`src/rtl/shared_pkg.sv`:
```
// shared_pkg: default APB widths and the master FSM state type shared across the APB slice
package shared_pkg;

    localparam int ADDR_WIDTH  = 32;
    localparam int DATA_WIDTH  = 32;
    localparam int PSTRB_WIDTH = DATA_WIDTH / 8;

    typedef enum logic [1:0] {
        IDLE   = 2'd0,
        SETUP  = 2'd1,
        ACCESS = 2'd2
    } apb_mst_state_e;

endpackage

```
`src/rtl/apb_master_if.sv`:
```
// apb_master_if: host request/response channel plus APB bus signals, with master and slave views
interface apb_master_if #(
    parameter int ADDR_WIDTH = shared_pkg::ADDR_WIDTH,
    parameter int DATA_WIDTH = shared_pkg::DATA_WIDTH
);
    localparam int STRB_WIDTH = DATA_WIDTH / 8;

    logic                  req_valid;
    logic                  req_ready;
    logic                  req_write;
    logic [ADDR_WIDTH-1:0] req_addr;
    logic [DATA_WIDTH-1:0] req_wdata;
    logic [STRB_WIDTH-1:0] req_strb;
    logic [2:0]            req_prot;
    logic                  rsp_valid;
    logic [DATA_WIDTH-1:0] rsp_rdata;
    logic                  rsp_err;
    logic [ADDR_WIDTH-1:0] PADDR;
    logic [DATA_WIDTH-1:0] PWDATA;
    logic [STRB_WIDTH-1:0] PSTRB;
    logic [2:0]            PPROT;
    logic                  PWRITE;
    logic                  PSELx;
    logic                  PENABLE;
    logic [DATA_WIDTH-1:0] PRDATA;
    logic                  PREADY;
    logic                  PSLVERR;

    modport master (
        input  req_valid, req_write, req_addr, req_wdata, req_strb, req_prot,
        input  PRDATA, PREADY, PSLVERR,
        output req_ready, rsp_valid, rsp_rdata, rsp_err,
        output PADDR, PWDATA, PSTRB, PPROT, PWRITE, PSELx, PENABLE
    );

    modport slave (
        output req_valid, req_write, req_addr, req_wdata, req_strb, req_prot,
        output PRDATA, PREADY, PSLVERR,
        input  req_ready, rsp_valid, rsp_rdata, rsp_err,
        input  PADDR, PWDATA, PSTRB, PPROT, PWRITE, PSELx, PENABLE
    );

endinterface

```
`src/rtl/apb_master.sv`:
```
// apb_master: single-outstanding APB master (IDLE/SETUP/ACCESS); define APB_MASTER_TIMEOUT_EN to bound ACCESS wait states
module apb_master #(
    parameter int ADDR_WIDTH     = shared_pkg::ADDR_WIDTH,
    parameter int DATA_WIDTH     = shared_pkg::DATA_WIDTH,
    parameter int TIMEOUT_CYCLES = 16
) (
    input logic          PCLK,
    input logic          PRESETn,
    apb_master_if.master bus
);
    import shared_pkg::*;

    apb_mst_state_e          state;
    logic                    req_ready_q;
    logic                    psel_q;
    logic                    penable_q;
    logic                    pwrite_q;
    logic [ADDR_WIDTH-1:0]   paddr_q;
    logic [DATA_WIDTH-1:0]   pwdata_q;
    logic [DATA_WIDTH/8-1:0] pstrb_q;
    logic [2:0]              pprot_q;
    logic                    rsp_valid_q;
    logic [DATA_WIDTH-1:0]   rsp_rdata_q;
    logic                    rsp_err_q;

`ifdef APB_MASTER_TIMEOUT_EN
    localparam int CNT_W = $clog2(TIMEOUT_CYCLES + 1);
    logic [CNT_W-1:0] wait_cnt;
`else
    localparam int unused_timeout_cycles = TIMEOUT_CYCLES;
`endif

    assign bus.req_ready = req_ready_q;
    assign bus.PSELx     = psel_q;
    assign bus.PENABLE   = penable_q;
    assign bus.PWRITE    = pwrite_q;
    assign bus.PADDR     = paddr_q;
    assign bus.PWDATA    = pwdata_q;
    assign bus.PSTRB     = pstrb_q;
    assign bus.PPROT     = pprot_q;
    assign bus.rsp_valid = rsp_valid_q;
    assign bus.rsp_rdata = rsp_rdata_q;
    assign bus.rsp_err   = rsp_err_q;

    // FSM, request capture and one-cycle response pulse; misaligned requests are answered without touching the bus
    always_ff @(posedge PCLK or negedge PRESETn) begin
        if (!PRESETn) begin
            state       <= IDLE;
            req_ready_q <= 1'b0;
            psel_q      <= 1'b0;
            penable_q   <= 1'b0;
            pwrite_q    <= 1'b0;
            paddr_q     <= '0;
            pwdata_q    <= '0;
            pstrb_q     <= '0;
            pprot_q     <= '0;
            rsp_valid_q <= 1'b0;
            rsp_rdata_q <= '0;
            rsp_err_q   <= 1'b0;
`ifdef APB_MASTER_TIMEOUT_EN
            wait_cnt    <= '0;
`endif
        end else begin
            rsp_valid_q <= 1'b0;
            case (state)
                IDLE: begin
                    req_ready_q <= 1'b1;
                    if (bus.req_valid && req_ready_q) begin
                        if (bus.req_addr[1:0] != 2'b00) begin
                            rsp_valid_q <= 1'b1;
                            rsp_err_q   <= 1'b1;
                            rsp_rdata_q <= '0;
                        end else begin
                            paddr_q     <= bus.req_addr;
                            pwdata_q    <= bus.req_wdata;
                            pstrb_q     <= bus.req_write ? bus.req_strb : '0;
                            pprot_q     <= bus.req_prot;
                            pwrite_q    <= bus.req_write;
                            psel_q      <= 1'b1;
                            req_ready_q <= 1'b0;
                            state       <= SETUP;
                        end
                    end
                end
                SETUP: begin
                    penable_q <= 1'b1;
                    state     <= ACCESS;
`ifdef APB_MASTER_TIMEOUT_EN
                    wait_cnt  <= '0;
`endif
                end
                ACCESS: begin
                    if (bus.PREADY) begin
                        psel_q      <= 1'b0;
                        penable_q   <= 1'b0;
                        req_ready_q <= 1'b1;
                        rsp_valid_q <= 1'b1;
                        rsp_err_q   <= bus.PSLVERR;
                        rsp_rdata_q <= pwrite_q ? '0 : bus.PRDATA;
                        state       <= IDLE;
                    end
`ifdef APB_MASTER_TIMEOUT_EN
                    else if (wait_cnt == CNT_W'(TIMEOUT_CYCLES - 1)) begin
                        psel_q      <= 1'b0;
                        penable_q   <= 1'b0;
                        req_ready_q <= 1'b1;
                        rsp_valid_q <= 1'b1;
                        rsp_err_q   <= 1'b1;
                        rsp_rdata_q <= '0;
                        state       <= IDLE;
                    end else
                        wait_cnt <= wait_cnt + 1'b1;
`endif
                end
                default: state <= IDLE;
            endcase
        end
    end

endmodule

```
`src/flat_wrapper.sv`:
```
// flat-port wrapper written by rule: the top's interface ports become plain ports
module apb_master_flat import shared_pkg::*;
#(
    parameter int ADDR_WIDTH     = shared_pkg::ADDR_WIDTH,
    parameter int DATA_WIDTH     = shared_pkg::DATA_WIDTH,
    parameter int TIMEOUT_CYCLES = 16
)
  (PCLK, PRESETn, bus_req_valid, bus_req_write, bus_req_addr, bus_req_wdata, bus_req_strb, bus_req_prot, bus_PRDATA, bus_PREADY, bus_PSLVERR, bus_req_ready, bus_rsp_valid, bus_rsp_rdata, bus_rsp_err, bus_PADDR, bus_PWDATA, bus_PSTRB, bus_PPROT, bus_PWRITE, bus_PSELx, bus_PENABLE);
  apb_master_if #(.ADDR_WIDTH(ADDR_WIDTH), .DATA_WIDTH(DATA_WIDTH)) bus_i ();
  input logic PCLK;
  input logic PRESETn;
  input wire logic [$bits(bus_i.req_valid)-1:0] bus_req_valid;
  input wire logic [$bits(bus_i.req_write)-1:0] bus_req_write;
  input wire logic [$bits(bus_i.req_addr)-1:0] bus_req_addr;
  input wire logic [$bits(bus_i.req_wdata)-1:0] bus_req_wdata;
  input wire logic [$bits(bus_i.req_strb)-1:0] bus_req_strb;
  input wire logic [$bits(bus_i.req_prot)-1:0] bus_req_prot;
  input wire logic [$bits(bus_i.PRDATA)-1:0] bus_PRDATA;
  input wire logic [$bits(bus_i.PREADY)-1:0] bus_PREADY;
  input wire logic [$bits(bus_i.PSLVERR)-1:0] bus_PSLVERR;
  output wire logic [$bits(bus_i.req_ready)-1:0] bus_req_ready;
  output wire logic [$bits(bus_i.rsp_valid)-1:0] bus_rsp_valid;
  output wire logic [$bits(bus_i.rsp_rdata)-1:0] bus_rsp_rdata;
  output wire logic [$bits(bus_i.rsp_err)-1:0] bus_rsp_err;
  output wire logic [$bits(bus_i.PADDR)-1:0] bus_PADDR;
  output wire logic [$bits(bus_i.PWDATA)-1:0] bus_PWDATA;
  output wire logic [$bits(bus_i.PSTRB)-1:0] bus_PSTRB;
  output wire logic [$bits(bus_i.PPROT)-1:0] bus_PPROT;
  output wire logic [$bits(bus_i.PWRITE)-1:0] bus_PWRITE;
  output wire logic [$bits(bus_i.PSELx)-1:0] bus_PSELx;
  output wire logic [$bits(bus_i.PENABLE)-1:0] bus_PENABLE;
  assign bus_i.req_valid = bus_req_valid;
  assign bus_i.req_write = bus_req_write;
  assign bus_i.req_addr = bus_req_addr;
  assign bus_i.req_wdata = bus_req_wdata;
  assign bus_i.req_strb = bus_req_strb;
  assign bus_i.req_prot = bus_req_prot;
  assign bus_i.PRDATA = bus_PRDATA;
  assign bus_i.PREADY = bus_PREADY;
  assign bus_i.PSLVERR = bus_PSLVERR;
  assign bus_req_ready = bus_i.req_ready;
  assign bus_rsp_valid = bus_i.rsp_valid;
  assign bus_rsp_rdata = bus_i.rsp_rdata;
  assign bus_rsp_err = bus_i.rsp_err;
  assign bus_PADDR = bus_i.PADDR;
  assign bus_PWDATA = bus_i.PWDATA;
  assign bus_PSTRB = bus_i.PSTRB;
  assign bus_PPROT = bus_i.PPROT;
  assign bus_PWRITE = bus_i.PWRITE;
  assign bus_PSELx = bus_i.PSELx;
  assign bus_PENABLE = bus_i.PENABLE;
  apb_master #(.ADDR_WIDTH(ADDR_WIDTH), .DATA_WIDTH(DATA_WIDTH), .TIMEOUT_CYCLES(TIMEOUT_CYCLES)) u_core (.PCLK(PCLK), .PRESETn(PRESETn), .bus(bus_i));
endmodule
```
`config.mk`:
```
export PLATFORM = sky130hd
export DESIGN_NAME = apb_master_flat
export DESIGN_NICKNAME = d
export VERILOG_FILES = /design/src/rtl/shared_pkg.sv /design/src/rtl/apb_master_if.sv /design/src/rtl/apb_master.sv /design/src/flat_wrapper.sv
export SDC_FILE = /design/constraint.sdc
export NUM_CORES = 1
export LEC_CHECK = 0
export BUFFER_PORTS_ARGS = -buffer_cell sky130_fd_sc_hd__buf_2
export CAP_MARGIN = 10
export CELL_PAD_IN_SITES_DETAIL_PLACEMENT = 1
export CELL_PAD_IN_SITES_GLOBAL_PLACEMENT = 1
export CORE_AREA = 2 2 116 118
export DETAILED_ROUTE_END_ITERATION = 8
export DIE_AREA = 0 0 118 120
export GPL_ROUTABILITY_DRIVEN = 0
export PLACE_DENSITY_LB_ADDON = 0.1
export REMOVE_ABC_BUFFERS = 1
export SYNTH_ARGS = -nofsm -noshare
export SYNTH_HDL_FRONTEND = slang
export SYNTH_SLANG_ARGS = --single-unit
```
`constraint.sdc`:
```
create_clock -name PCLK -period 2.43 [get_ports PCLK]
set_clock_uncertainty 0.1 [all_clocks]
set_input_delay 0.243 -clock PCLK [delete_from_list [all_inputs] [get_ports PCLK]]
set_output_delay 0.243 -clock PCLK [all_outputs]
set_load 0.05 [all_outputs]
```
# == Word-level counts from Yosys, hierarchy flattened ==
# Index checks and enable logic that the tools add are counted.
# word_totals
register_bits,111
latch_bits,0
ramBits,0
mem_bits_ro,0
output_inout_bits,109
wordCells,56
n_memories,0
# classes
addsub,0
mul,0
div_mod_pow,0
order_cmp,0
eq_ne,6
shift,0
muxes,26
bitwise,1
n_reduce_logical,11
# op_table
op,count
$mux W32,4
$pmux W32 S2,1
$mux W1,11
$pmux W1 S2,5
$reduce_and A4 Y1,2
$mux W2,3
$pmux W2 S3,1
$reduce_and A3 Y1,2
$reduce_bool A2 Y1,3
$mux W4,1
$ne A2 B1 Y1 const B,2
$ne A2 B2 Y1 const B,2
$reduce_and A2 Y1,2
$eq A2 B1 Y1 const B,1
$eq A2 B2 Y1 const B,1
$logic_not A2 Y1,1
$logic_and A1 B1 Y1,1
$not A1 Y1,1

# == Logic depth before layout (Yosys ltp) ==
# depth
ltp_word,4
depth_mapped,6

# == Worst setup path after synthesis ==
# OpenSTA, ideal clock, no wires.
# synth_path
kind,reg2reg
from,"reg u_core.req_ready_q, in the netlist u_core.bus.req_ready"
to,"reg u_core.paddr_q[23], in the netlist u_core.bus.PADDR[23]"
t_arrival_ns,1.726
t_required_ns,2.205
slack_ns,0.478
path_stages_with_launch,6
path_buffers,2
period_less_slack_ns,1.952
path_cell_list,dfrtp_1 > nand4bb_1 > or3_1 > buf_6 > buf_6 > mux2_4
# synth_between
elab_chain_len,2
# synth_lines
element,line_no,rtl
from (decl),apb_master.sv:14,logic req_ready_q;
from (signal assigned),apb_master.sv:49,req_ready_q <= 1'b0;
from (signal assigned),apb_master.sv:67,req_ready_q <= 1'b1;
from (signal assigned),apb_master.sv:80,req_ready_q <= 1'b0;
$logic_and A1 B1 Y1,apb_master.sv:68,if (bus.req_valid && req_ready_q) begin
$reduce_and A3 Y1 (no line),-,
to (signal assigned),apb_master.sv:74,paddr_q <= bus.req_addr;
to (decl),apb_master.sv:18,logic [ADDR_WIDTH-1:0] paddr_q;
# No other way between the ends.
# A chain may end at the register's enable or synchronous reset.

# == Worst setup path in the final report ==
# layout_path
from,reg u_core.state[0]
to,"reg u_core.pwdata_q[7], in the netlist u_core.bus.PWDATA[7]"
# layout_between
elab_chain_len,2
# layout_lines
element,line_no,rtl
from (decl),apb_master.sv:13,apb_mst_state_e state;
from (signal assigned),apb_master.sv:48,state <= IDLE;
from (signal assigned),apb_master.sv:81,state <= SETUP;
from (signal assigned),apb_master.sv:87,state <= ACCESS;
$logic_not A2 Y1,apb_master.sv:65,case (state)
$reduce_and A3 Y1 (no line),-,
to (signal assigned),apb_master.sv:75,pwdata_q <= bus.req_wdata;
to (decl),apb_master.sv:19,logic [DATA_WIDTH-1:0] pwdata_q;
# No other way between the ends.

==> results by group <==
Global route
  • Largest net degree at the start of global routing: between 50 and 60
  • First-pass GRT wire length: 18.2 mm
  • Total track usage: 0.166
  • Initial antenna violation count: 0
  • Vias in the first global route: between 3000 and 4000
  • GRT overflow: 0

Floorplanning
  • Rows: between 40 and 50
  • Die area: 14200 um^2
  • Initial Util: 0.351
  • Die H: about 120 um
  • I/O pin total: 218
  • Die W: roughly 120 um
  • Core ar.: about 13000 um^2

Power and ir drop
  • Worst vdd ir: between 0.4 and 0.5 mV
  • Power Dens Cells: 1060 nW/um^2
  • Final Power: about 6.5 mW
  • Leakage: ~3.3 nW

Timing
  • Worst setup margin: 331 ps
  • Least-Margin Pin Slew: between 400 and 500 ps
  • Slew Limit Headroom: 0.691
  • Setup-failing EPs final: 0
  • Period minus WS final: approximately 2100 ps
  • Slew Limit Fails: 0
  • Final Cycle Share: 0.864
  • Unrepaired setup endpoints after global routing: no
  • Fin Hold WS: between 20 and 25 ps
  • Fmax: 476 MHz
  • Final Hold Vio Count: 0

Logic synthesis
  • Synth cell types: 19
  • Synth cell count leaders: dfrtp_1, mux2_4, inv_1, nand2_1, mux2i_1
  • Async set-or-reset flop fraction in the synthesized netlist: 1.00
  • Synth area leaders: dfrtp_1, mux2_4, mux2i_1
  • Area leader, netlist: dfrtp_1
  • Post-Synthesis Cell Area: around 4600 um^2
  • Register area share after synthesis: 0.610
  • Synth top area share: 0.610
  • Count leader, synth: dfrtp_1
  • Synth Register Bits: roughly 110
  • Post-Syn Instances: approximately 320
  • Number of flops mapped to enable cells by yosys: 0
  • Main flop type after synthesis: dfrtp_1
  • Mean Syn Cell Area: 14.1 um^2
  • Synth Warn #: 0

Cells and area
  • Design area: just over 6000 um^2
  • P&R area growth vs syn: 34.7%
  • Area of the multi-input gates: roughly 1500 um^2
  • Layout cell share with drive strength beyond 1: 0.563
  • Nets: 650
  • Fillers: approximately 1500
  • # diodes: 0
  • Sequential cell area: around 2800 um^2

Placed design
  • IO buf count: 217
  • Area after DPL: a little under 6000 um^2
  • Pre-CTS setup slack: roughly 340 ps
  • HPWL after detailed placement: roughly 8.5 mm

Clocking
  • Hold_buf cts: 1
  • Post-cts gate resize count: 0
  • CTS Buf Count: 9
  • CTS tree: built
  • CTS H-Tree Depth: 3
  • # Post-CTS Setup Buffers: 0
  • Insertion delay to the later sink of the worst-skew pair: between 300 and 400 ps
  • CTS Buffer Depth: 2
  • CTS root buf: clkbuf_16
  • Clock Sinks: around 110
  • Clk pin slew, worst setup/hold paths: around 70 ps

Setup path
  • Critical path launch point type: flop
  • CP Capture Type: flop
  • Crit-path max cell delay: between 500 and 600 ps
  • Worst setup path start: u_core.state[0]
  • CP required: around 2600 ps
  • Critical path, cell by cell: nand4bb_1 -> or3_4 -> buf_12 -> mux2_4
  • Crit Path Class: flop to flop
  • Worst path arrival time: about 2200 ps
  • Critical-path top delay cell: or3_4
  • Critical-path maximum fanout: 31
  • Worst Path Buf+Inv: 1
  • Reg2reg start: u_core.state[0]
  • CP top delay family: simple AND/OR/NAND/NOR gates

Min path
  • HP Start: bus_req_wdata[18]
  • Worst Hold Class: input pin to flop

Route
  • Drt pass-1 iters: 4
  • DRC errors left: 0
  • Via count: about 3200
  • Antenna Nets Post-Route: 0
  • Drt initial violations: 119
  • Post-DR wirelength/cell: 15.9 um
  • Final WL: about 11 mm
  • Vias per cell: 4.44

Status
  • Outcome: completed

Run
  • Max_cap viols: 0
## per-stage QoR
step / utilization / instances / TNS (ps)
2_1_floorplan: - / 306 / -161760
3_3_place_gp: 0.451 / 705 / 0
3_5_place_dp: 0.451 / 705 / 0
4_1_cts: 0.473 / 720 / 0
5_1_grt: 0.473 / 720 / 0
6_report: 0.473 / 720 / 0
## worst reg2reg max path, stage by stage, from the launching register on
cell and delay [ps]:
dfrtp_1 460, nand4bb_1 310, or3_4 530, buf_12 250, mux2_4 330
## final timing paths
kind,endpoint,slack (ps),depth (start not counted)
hold / removal,u_core.bus.PWDATA[18],20,2
max in group asynchronous,u_core.bus.PADDR[11],1170,3
setup reg to reg,u_core.bus.PWDATA[7],330,4
hold reg to reg,u_core.bus.PSELx,380,2
min in group asynchronous,u_core.bus.rsp_rdata[0],280,2
setup / recovery,u_core.bus.PWDATA[7],330,4
## cells by family (layout without fill, tap and decap cells)
family,Yosys count,in the layout,synth area share
buf+inv,54,276,0.0577
flops,111,111,0.610
compound gates,6,6,0.00769
mux,103,103,0.279
simple gates,48,48,0.0459
## power by group
part           switching [mW]  internal (mW)  leakage, nW
sequential              0.220           2.24         1.38
combinational            1.88          0.772         1.78
clock                   0.619          0.740        0.132
total                    2.72           3.75         3.29
## cell usage in the layout, fill, tap and decap left out, drive strengths merged, types with 2 or more instances in the layout
cell type / count
nand2: 38
dfrtp: 111
buf: 223
clkbuf: 13
o21ai: 2
mux2i: 36
a21oi: 2
o21a: 2
nor2: 3
and2: 2
mux2: 67
inv: 38
## area by class of cell
class | count | area share
Inverter | 38 | 0.0233
Sequential cell | 111 | 0.453
Clock buffer | 13 | 0.0424
Clock inverter | 1 | 0.000816
Tap cell | 176 | 0.0359
Multi-Input combinational cell | 157 | 0.250
Timing Repair Buffer | 224 | 0.195
## registers in the layout, summed over array words and instances (netlist names)
register / count
u_core.bus.PADDR: 32
u_core.bus.PWDATA: 32
u_core.bus.rsp_rdata: 32
u_core.bus.PSTRB: 4
u_core.bus.PPROT: 3
u_core.state: 2
u_core.bus.PENABLE: 1
u_core.bus.PSELx: 1
u_core.bus.PWRITE: 1
u_core.bus.req_ready: 1
u_core.bus.rsp_err: 1
u_core.bus.rsp_valid: 1
## routing by layer
layer,GRT usage,vias to the layer above,wire length [um]
met5,0,-,0
met4,0.0700,0,213
met3,0.0613,14,1000
met2,0.266,139,5340
met1,0.201,1564,4850
li1,-,1481,-
No activity file was read; power rests on OpenSTA's default activity.
